==> src/rtl/drive_pkg.sv <==
// Shared definitions for the manual driving-mode controller: state codes,
// command-byte bit positions, pedal patterns and a counter-width helper.
package drive_pkg;

    // Driving-mode state codes, also shown on state_led
    typedef enum logic [2:0] {
        POWER_OFF    = 3'd0,
        POWER_ON     = 3'd1,
        NOT_STARTING = 3'd2,
        STARTING     = 3'd3,
        MOVING       = 3'd4
    } drive_state_e;

    localparam int unsigned STATE_LED_W = 4;
    localparam int unsigned CMD_W       = 6;

    // Bit positions inside the UART command byte
    localparam int unsigned CMD_FWD     = 0;
    localparam int unsigned CMD_BWD     = 1;
    localparam int unsigned CMD_LEFT    = 2;
    localparam int unsigned CMD_RIGHT   = 3;
    localparam int unsigned CMD_PLACE   = 4;
    localparam int unsigned CMD_DESTROY = 5;

    // Pedal patterns, ordered {throttle, brake, clutch}
    localparam logic [2:0] TBC_START = 3'b101;
    localparam logic [2:0] TBC_STALL = 3'b100;
    localparam logic [2:0] TBC_DRIVE = 3'b100;

    // Width of a counter that must be able to hold max_val
    function automatic int unsigned cnt_w(input int unsigned max_val);
        return (max_val > 1) ? $clog2(max_val + 1) : 1;
    endfunction

endpackage

==> src/rtl/tick_gen.sv <==
// Tick divider: registered one-cycle pulse every TICK_DIV sys_clk cycles.
// Ports: sys_clk (clock), rst (async active-low reset), tick (pulse out).
module tick_gen #(
    parameter int unsigned TICK_DIV = 1
) (
    input  logic sys_clk,
    input  logic rst,
    output logic tick
);

    localparam int unsigned CNT_W = (TICK_DIV > 1) ? $clog2(TICK_DIV) : 1;

    logic [CNT_W-1:0] cnt_q;
    logic             wrap_c;

    assign wrap_c = (cnt_q == CNT_W'(TICK_DIV - 1));

    // Free-running 0..TICK_DIV-1 counter; tick marks the wrap
    always_ff @(posedge sys_clk or negedge rst) begin
        if (!rst) begin
            cnt_q <= '0;
            tick  <= 1'b0;
        end else begin
            tick  <= wrap_c;
            cnt_q <= wrap_c ? '0 : cnt_q + CNT_W'(1);
        end
    end

endmodule

==> src/rtl/manual_drive_ctrl.sv <==
// Manual driving-mode controller: power-on hold, mode FSM, idle auto-off,
// turn-LED flashing and saturating trip odometer.
// Ports: sys_clk/rst (clock, async active-low reset); power_on/off, manual,
// pedal, gear, turn and barrier inputs; cmd (registered UART command byte),
// state_led/turn/reverse LEDs, odometer, tick (divided tick pulse).
module manual_drive_ctrl
    import drive_pkg::*;
#(
    parameter int unsigned CLK_FREQ_HZ         = 100000000,
    parameter int unsigned TICK_HZ             = 1000,
    parameter int unsigned POWER_ON_HOLD_TICKS = 1000,
    parameter int unsigned IDLE_OFF_TICKS      = 10000,
    parameter int unsigned FLASH_HALF_TICKS    = 250,
    parameter int unsigned ODO_TICKS_PER_UNIT  = 1000,
    parameter int unsigned ODO_W               = 16
) (
    input  logic                   sys_clk,
    input  logic                   rst,
    input  logic                   power_on_signal,
    input  logic                   power_off_signal,
    input  logic                   manual_driving_signal,
    input  logic                   throttle_signal,
    input  logic                   clutch_signal,
    input  logic                   brake_signal,
    input  logic                   reverse_signal,
    input  logic                   turn_left_signal,
    input  logic                   turn_right_signal,
    input  logic                   place_barrier_signal,
    input  logic                   destroy_barrier_signal,
    output logic [CMD_W-1:0]       cmd,
    output logic [STATE_LED_W-1:0] state_led,
    output logic                   left_turn_led,
    output logic                   right_turn_led,
    output logic                   reverse_led,
    output logic [ODO_W-1:0]       odometer,
    output logic                   tick
);

    localparam int unsigned TICK_DIV = CLK_FREQ_HZ / TICK_HZ;
    localparam int unsigned HOLD_W   = cnt_w(POWER_ON_HOLD_TICKS);
    localparam int unsigned IDLE_W   = cnt_w(IDLE_OFF_TICKS);
    localparam int unsigned FLASH_W  = cnt_w(FLASH_HALF_TICKS);
    localparam int unsigned SUB_W    = cnt_w(ODO_TICKS_PER_UNIT);

    drive_state_e        state_q, state_d;
    logic [HOLD_W-1:0]   hold_q, hold_d, hold_inc;
    logic [IDLE_W-1:0]   idle_q, idle_d, idle_inc;
    logic [FLASH_W-1:0]  flash_cnt_q, flash_inc;
    logic [SUB_W-1:0]    sub_q, sub_inc;
    logic [CMD_W-1:0]    cmd_d;
    logic [2:0]          tbc;
    logic                flash_q, flash_base;
    logic                prev_rev_q, prev_left_q, prev_right_q;
    logic                quiet, turn_any, turn_rise, enter_off;

    tick_gen #(.TICK_DIV(TICK_DIV)) u_tick_gen (
        .sys_clk (sys_clk),
        .rst     (rst),
        .tick    (tick)
    );

    assign tbc       = {throttle_signal, brake_signal, clutch_signal};
    assign quiet     = ~(throttle_signal | clutch_signal | brake_signal |
                         manual_driving_signal | turn_left_signal | turn_right_signal);
    assign turn_any  = turn_left_signal | turn_right_signal;
    assign turn_rise = (turn_left_signal & ~prev_left_q) | (turn_right_signal & ~prev_right_q);
    assign enter_off = (state_d == POWER_OFF) && (state_q != POWER_OFF);

    // State register and power-on / idle timers
    always_ff @(posedge sys_clk or negedge rst) begin
        if (!rst) begin
            state_q <= POWER_OFF;
            hold_q  <= '0;
            idle_q  <= '0;
        end else begin
            state_q <= state_d;
            hold_q  <= hold_d;
            idle_q  <= idle_d;
        end
    end

    // Next state: mode rules first, then power-off override, then idle timeout
    always_comb begin
        state_d  = state_q;
        hold_d   = '0;
        idle_d   = '0;
        hold_inc = hold_q + HOLD_W'(1);
        idle_inc = idle_q + IDLE_W'(1);
        case (state_q)
            POWER_OFF: begin
                if (power_on_signal) begin
                    hold_d = hold_q;
                    if (tick) begin
                        if (hold_inc == HOLD_W'(POWER_ON_HOLD_TICKS)) begin
                            state_d = POWER_ON;
                            hold_d  = '0;
                        end else begin
                            hold_d = hold_inc;
                        end
                    end
                end
            end
            POWER_ON: begin
                if (manual_driving_signal) state_d = NOT_STARTING;
            end
            NOT_STARTING: begin
                if (tbc == TBC_START)      state_d = STARTING;
                else if (tbc == TBC_STALL) state_d = POWER_OFF;
            end
            STARTING: begin
                if (brake_signal)          state_d = NOT_STARTING;
                else if (tbc == TBC_DRIVE) state_d = MOVING;
            end
            MOVING: begin
                if ((reverse_signal != prev_rev_q) && !clutch_signal) state_d = POWER_OFF;
                else if (brake_signal)                                 state_d = NOT_STARTING;
                else if (!throttle_signal || clutch_signal)            state_d = STARTING;
            end
            default: state_d = POWER_OFF;
        endcase
        if ((state_q != POWER_OFF) && power_off_signal) state_d = POWER_OFF;
        // Idle timer only runs while no rule above moves the state
        if (((state_q == POWER_ON) || (state_q == NOT_STARTING)) && (state_d == state_q) && quiet) begin
            idle_d = idle_q;
            if (tick) begin
                if (idle_inc == IDLE_W'(IDLE_OFF_TICKS)) state_d = POWER_OFF;
                else                                     idle_d  = idle_inc;
            end
        end
    end

    // Command byte and flash-phase helpers
    always_comb begin
        cmd_d      = '0;
        flash_base = turn_rise | flash_q;
        flash_inc  = (turn_rise ? '0 : flash_cnt_q) + FLASH_W'(1);
        sub_inc    = sub_q + SUB_W'(1);
        if (state_q == MOVING) begin
            cmd_d[CMD_FWD]     = ~reverse_signal;
            cmd_d[CMD_BWD]     = reverse_signal;
            cmd_d[CMD_LEFT]    = turn_left_signal;
            cmd_d[CMD_RIGHT]   = turn_right_signal;
            cmd_d[CMD_PLACE]   = place_barrier_signal;
            cmd_d[CMD_DESTROY] = destroy_barrier_signal;
        end
    end

    // Command, edge history, flash phase and odometer
    always_ff @(posedge sys_clk or negedge rst) begin
        if (!rst) begin
            cmd          <= '0;
            prev_rev_q   <= 1'b0;
            prev_left_q  <= 1'b0;
            prev_right_q <= 1'b0;
            flash_q      <= 1'b1;
            flash_cnt_q  <= '0;
            sub_q        <= '0;
            odometer     <= '0;
        end else begin
            cmd          <= cmd_d;
            prev_rev_q   <= reverse_signal;
            prev_left_q  <= turn_left_signal;
            prev_right_q <= turn_right_signal;

            if (state_q != MOVING) begin
                flash_q     <= 1'b1;
                flash_cnt_q <= '0;
            end else if (turn_any) begin
                // A fresh turn request restarts the phase lit and counts this tick
                if (tick) begin
                    if (flash_inc == FLASH_W'(FLASH_HALF_TICKS)) begin
                        flash_q     <= ~flash_base;
                        flash_cnt_q <= '0;
                    end else begin
                        flash_q     <= flash_base;
                        flash_cnt_q <= flash_inc;
                    end
                end else if (turn_rise) begin
                    flash_q     <= 1'b1;
                    flash_cnt_q <= '0;
                end
            end else begin
                flash_cnt_q <= '0;
            end

            if (enter_off) begin
                sub_q    <= '0;
                odometer <= '0;
            end else if ((state_q == MOVING) && tick) begin
                if (sub_inc == SUB_W'(ODO_TICKS_PER_UNIT)) begin
                    sub_q <= '0;
                    if (odometer != '1) odometer <= odometer + ODO_W'(1);
                end else begin
                    sub_q <= sub_inc;
                end
            end
        end
    end

    // LEDs decoded from the registered state
    always_comb begin
        state_led      = STATE_LED_W'(state_q);
        left_turn_led  = 1'b0;
        right_turn_led = 1'b0;
        reverse_led    = 1'b0;
        case (state_q)
            NOT_STARTING: begin
                left_turn_led  = 1'b1;
                right_turn_led = 1'b1;
            end
            STARTING: reverse_led = reverse_signal;
            MOVING: begin
                reverse_led    = reverse_signal;
                left_turn_led  = turn_left_signal & flash_q;
                right_turn_led = turn_right_signal & flash_q;
            end
            default: ;
        endcase
    end

endmodule

==> config.mk <==
export PLATFORM = sky130hd
export DESIGN_NAME = manual_drive_ctrl
export DESIGN_NICKNAME = d
export VERILOG_FILES = /design/src/rtl/drive_pkg.sv /design/src/rtl/tick_gen.sv /design/src/rtl/manual_drive_ctrl.sv
export SDC_FILE = /design/constraint.sdc
export NUM_CORES = 1
export LEC_CHECK = 0
export ABC_AREA = 0
export BUFFER_PORTS_ARGS = -buffer_cell sky130_fd_sc_hd__buf_2
export CORE_ASPECT_RATIO = 0.9
export CORE_MARGIN = 2
export CORE_UTILIZATION = 45
export CTS_CLUSTER_SIZE = 28
export DETAILED_ROUTE_END_ITERATION = 16
export PLACE_DENSITY_LB_ADDON = 0.25
export SLEW_MARGIN = 25
export SYNTH_ARGS = -nofsm -noshare
export SYNTH_HDL_FRONTEND = slang
export SYNTH_SLANG_ARGS = --single-unit
==> constraint.sdc <==
create_clock -name sys_clk -period 4.3 [get_ports sys_clk]
set_input_delay 0.86 -clock sys_clk [delete_from_list [all_inputs] [get_ports sys_clk]]
set_output_delay 0.86 -clock sys_clk [all_outputs]
set_load 0.03 [all_outputs]
==> flow_metrics.tcl, run 1 <==
set metrics [dict create \
    most-common-layout-cells "dfrtp_1 (88), nor2_1 (53), nand2_1 (49), nand3_1 (41), buf_2 (40)" \
    synth_cells 550 \
    cts_buffer_depth 2 \
    final_max_slew_viol_count 0 \
    postRouteAntennaNets 0 \
    ir_drop_mv 0.218 \
    max_stage_delay_ps 610 \
    start_util_pct 46.3 \
    core_area_um2 10800 \
    synth_top_cell_area_share_pct 44.0 \
    drt_iter0_drc 256 \
    avgSynthCellArea_um2 9.10 \
    setup_viol 0 \
    synth-seq-area-share_pct 44.5 \
    postSynthNetCount 570 \
    die_x_um 115 \
    final_common_cell "dfrtp_1" \
    routed_wl_mm 11.2 \
    final_cells 726 \
    wl_per_cell_um 15.4 \
    grt_pass1_vias 3948 \
    max_slew_margin_pct 43.9 \
    hold_viol_final 0 \
    period_share_pct 70.9 \
    insertion_delay_ps 340 \
    clkSlewWorstSetupHoldPaths_ps 60 \
    grt_pass1_wl_mm 18.9 \
    critPathSlowestCell "nor3_1" \
    cp.required_ps 4530 \
    io_pins 43 \
    min_path_type "flip-flop to flip-flop" \
    cts_tree "yes" \
    cp.arrival_ps 3280 \
    period_needed_ps 3050 \
    port_buffers 41 \
    fin_area_um2 5650 \
    ctsRootBufferMaster "clkbuf_16" \
    cts.repair.resized 0 \
    die_h_um 104 \
    ys_top_cells_by_area "dfrtp_1 (44%), nand3_1 (4.1%), nor2_1 (4.0%)" \
    power_density_nw_per_um2 304 \
    crit_fanout 8 \
    holdBufCountCts 0 \
    cp-start-kind "input port" \
    drcViolationCount 0 \
    crit_type "input port to flip-flop" \
    synth_area_um2 5000 \
    cp_common_cell "nand2_1" \
    rsz0062_at_grt "no" \
    placed_area_um2 5340 \
    fin_setup_tns_ps 0 \
    cp-end-kind "flip-flop" \
    first_pass_iters 4 \
    dp_hpwl_mm 7.56 \
    diodes 0 \
    synth_cell_type_count 66 \
    synthArstFlopShare_pct 100 \
    p_leak_nw 2.32 \
    synth_top_cell_by_area "dfrtp_1" \
    viasPerCell 5.83 \
    place_inst 710 \
    rows 36 \
    fillers 997 \
    grt.total_usage_pct 19.4 \
    grt_max_degree 66 \
    cts.sink_count 89 \
    worst_pin_slew_ps 841 \
    post-cts-setup-buffers 0 \
    hold_ws_ps 480 \
    antenna_found_initial 0 \
    crit_chain "buf_2 > a22oi_1 > buf_4 > nand2_1 > inv_1 > ha_1 > nand2_1 > o31ai_1 > a32oi_1 > nor3_1 > a211oi_1 > a31o_2" \
    worst-path-buf-inv 3 \
    htreeDepth 3 \
    drive_gt1_share_pct 13.0 \
    synth_enable_flop_cells 0 \
    die_area_um2 12000 \
    timing.fmax_mhz 328 \
    synth_flop_cell "dfrtp_1" \
    fin_nets 608 \
    cts_buffers 9 \
    outcome "finished, final reports clean" \
    synthToLayoutAreaGrowth_pct 13.0 \
    crit_family "compound AO/OA/AOI/OAI gates" \
    maxCapViolCount 0 \
    vias 4235 \
    fin_skew_ps 6.35 \
    ys.warnings.count 0 \
    synth-seq-cells 89 \
    grt-ovfl-total 0 \
    gp_congestion 0.860 \
]
==> cell type report <==
type | count | area, um^2 | share of cell area, %
repair buffers | 47 | 253 | 4.47
well taps | 133 | 166 | 2.94
multi-input cells | 425 | 2630 | 46.5
flip-flops and latches | 89 | 2230 | 39.4
clock buffers | 11 | 233 | 4.12
inverters | 16 | 60.1 | 1.06
clock inverters | 5 | 81.3 | 1.44
==> synth_stat cells (all sizes together), types with 4 or more instances <==
| cell | instances |
|---|---|
| nor2b | 6 |
| and4 | 4 |
| nand3 | 42 |
| buf | 5 |
| nor2 | 53 |
| inv | 16 |
| o21ai | 26 |
| o31ai | 9 |
| and2 | 10 |
| a31oi | 10 |
| clkbuf | 15 |
| xnor2 | 21 |
| dfrtp | 88 |
| or4 | 7 |
| a21oi | 39 |
| nor3b | 4 |
| or3 | 20 |
| xor2 | 14 |
| nor3 | 16 |
| ha | 7 |
| and3 | 6 |
| nand2 | 49 |
| nand4 | 16 |
==> final timing paths <==
path                                     start             endpoint  slack (ps)  cells past startpoint
max                           turn_left_signal       flash_cnt_q[4]        1250                     12
min                        u_tick_gen.cnt_q[0]  u_tick_gen.cnt_q[0]         480                      1
max reg2reg                           sub_q[3]         odometer[14]        1470                      6
min reg2reg                u_tick_gen.cnt_q[0]  u_tick_gen.cnt_q[0]         480                      1
max in group asynchronous                  rst               cmd[5]        2830                      2
min in group asynchronous                  rst            hold_q[5]         620                      1
==> logic make-up after synthesis <==
kind of cell               after synthesis  synth area share, %
adders and majority gates                7                 1.75
muxes                                    3                0.625
DFF                                     89                 44.5
xor gates and xnor gates                35                 6.13
AOI/OAI and AO/OA                      121                 16.2
buffers and inverters                   36                 2.93
other                                    1               0.0750
and+or+nand+nor                        258                 27.7
==> registers in the layout, indices dropped and copies added, names as in the netlist <==
register / cells
prev_right_q: 1
u_tick_gen.tick: 1
cmd: 6
odometer: 16
prev_rev_q: 1
idle_q: 14
sub_q: 10
state_q: 3
hold_q: 10
u_tick_gen.cnt_q: 17
prev_left_q: 1
flash_cnt_q: 8
flash_q: 1
==> layer usage <==
| metal | up-vias | GRT usage, % | share of wire, % |
|---|---|---|---|
| met4 | 0 | 6.54 | 1.5 |
| met5 | - | 0 | 0 |
| met3 | 13 | 3.90 | 3.3 |
| met1 | 2074 | 27.5 | 49 |
| li1 | 2085 | - | - |
| met2 | 63 | 29.7 | 46 |
==> worst reg2reg max path: cells and delay by family (launching register included) <==
family             cells  cell delay [ps]
AOI/OAI and AO/OA      2              600
DFF                    1              520
and+or+nand+nor        4             1630
==> power breakdown <==
| group | internal (mW) | leakage [nW] | switching, mW | total [mW] |
|---|---|---|---|---|
| registers | 0.839 | 1.09 | 0.000566 | 0.839 |
| logic | 0.00999 | 1.08 | 0.0306 | 0.0405 |
| clock network | 0.510 | 0.150 | 0.329 | 0.838 |
| total | 1.36 | 2.32 | 0.360 | 1.72 |
==> stage by stage <==
stage               utilization [%]  setup slack, ps  power, mW
floorplan                         -             1430      0.866
global placement               49.4             1150      0.895
detailed placement             49.4              930      0.897
CTS                            52.3             1300       1.75
global route                   52.3             1080       1.78
finish                         52.3             1250       1.72
(Power assumes the default switching activity.)
==> run 2: changes to the inputs <==
- clock period: 4.3 -> 3.15 ns (I/O delays scaled with it)
==> flow_metrics.tcl, run 2 (synthesis gave the netlist of run 1 again) <==
set metrics [dict create \
    timing.fmax_mhz 363 \
    crit_type "flip-flop to flip-flop" \
    final_max_slew_viol_count 0 \
    vias 4279 \
    grt_pass1_wl_mm 19.5 \
    min_path_type "input port to asynchronous set/reset pin" \
    cts.repair.resized 0 \
    port_buffers 41 \
    start_util_pct 46.3 \
    p_leak_nw 2.36 \
    grt-ovfl-total 0 \
    cts_buffers 9 \
    worst_pin_slew_ps 642 \
    wl_per_cell_um 15.4 \
    setup_viol 0 \
    ctsRootBufferMaster "clkbuf_16" \
    max_slew_margin_pct 57.1 \
    gp_congestion 0.822 \
    final_common_cell "dfrtp_1" \
    rsz0062_at_grt "no" \
    fin_nets 613 \
    regMostFlops "u_tick_gen.cnt_q" \
    drcViolationCount 0 \
    cp.arrival_ps 3030 \
    period_needed_ps 2760 \
    antenna_found_initial 0 \
    htreeDepth 3 \
    dp_hpwl_mm 7.81 \
    diodes 0 \
    holdBufCountCts 0 \
    fillers 998 \
    cp.required_ps 3420 \
    cts_buffer_depth 2 \
    ir_drop_mv 0.306 \
    core_area_um2 10800 \
    viasPerCell 5.85 \
    maxCapViolCount 0 \
    cp-end-kind "flip-flop" \
    drive_gt1_share_pct 13.7 \
    rows 36 \
    cts_tree "yes" \
    largest_registers "u_tick_gen.cnt_q x17, odometer x16, idle_q x14" \
    die_area_um2 12000 \
    hold_viol_final 0 \
    fin_ws_ps 392 \
    grt_max_degree 53 \
    most-common-layout-cells "dfrtp_1 (88), nor2_1 (53), nand2_1 (49), nand3_1 (41), buf_2 (40)" \
    post-cts-setup-buffers 0 \
    power_density_nw_per_um2 423 \
    clkSlewWorstSetupHoldPaths_ps 60 \
    hold_ws_ps 246 \
    grt.total_usage_pct 20.0 \
    grt_pass1_vias 4179 \
    synthToLayoutAreaGrowth_pct 14.5 \
    insertion_delay_ps 350 \
    routed_wl_mm 11.2 \
    cts.sink_count 89 \
    postRouteAntennaNets 0 \
    pre_cts_slack_ps 323 \
    largest_register_ffs 17 \
    drt_iter0_drc 288 \
    fin_area_um2 5730 \
    crit_fanout 18 \
    fin_skew_ps 8.87 \
    outcome "finished, final reports clean" \
    die_h_um 104 \
    die_x_um 115 \
    period_share_pct 87.6 \
    placed_area_um2 5390 \
    p_total_mw 2.42 \
    first_pass_iters 5 \
    cp-start-kind "flip-flop" \
    io_pins 43 \
    fin_setup_tns_ps 0 \
]
==> run 2: path summary, 6_finish.rpt <==
path                                     startpoint                    to  slack [ps]  cells after the start
worst max-delay path                       sub_q[3]          odometer[14]         390                      6
min in group sys_clk                 reverse_signal            prev_rev_q         450                      1
worst min register to register  u_tick_gen.cnt_q[0]   u_tick_gen.cnt_q[0]         480                      1
worst min-delay path                            rst             hold_q[5]         250                      1
max in group asynchronous                       rst  u_tick_gen.cnt_q[14]        2250                      2
worst max register to register             sub_q[3]          odometer[14]         390                      6
==> run 2: stage by stage <==
stage | utilization [%] | std cells
2_1_floorplan | - | 550
3_3_place_gp | 49.8 | 715
3_5_place_dp | 49.8 | 715
4_1_cts | 52.9 | 731
5_1_grt | 53.0 | 731
6_report | 53.0 | 731
==> run 2: layout make-up <==
class / instances / area (um^2) / share of cell area (%)
multi-input cells: 425 / 2630 / 46.0
flip-flops and latches: 89 / 2230 / 38.9
repair buffers: 52 / 303 / 5.29
clock buffers: 11 / 233 / 4.06
well taps: 133 / 166 / 2.91
clock inverters: 5 / 104 / 1.81
inverters: 16 / 60.1 / 1.05
==> run 2: power breakdown <==
group	switching (mW)	internal, mW
registers	0.000753	1.14
clock network	0.444	0.776
logic	0.0419	0.0165
total	0.487	1.94
==> run 2: routing by layer <==
layer / wire, um / vias up / GRT usage (%)
met3: 392 / 17 / 4.60
met1: 5340 / 2083 / 27.3
met5: 0 / - / 0
met2: 5360 / 81 / 31.8
li1: - / 2098 / -
met4: 142 / 0 / 5.85
==> run 2: worst max-delay path, cell delays in order, from the launching register on <==
cell	delay, ps
dfrtp_1	490
nand4_2	160
or4_4	530
a2111oi_4	460
nand3_2	340
or4_1	560
a21oi_1	140
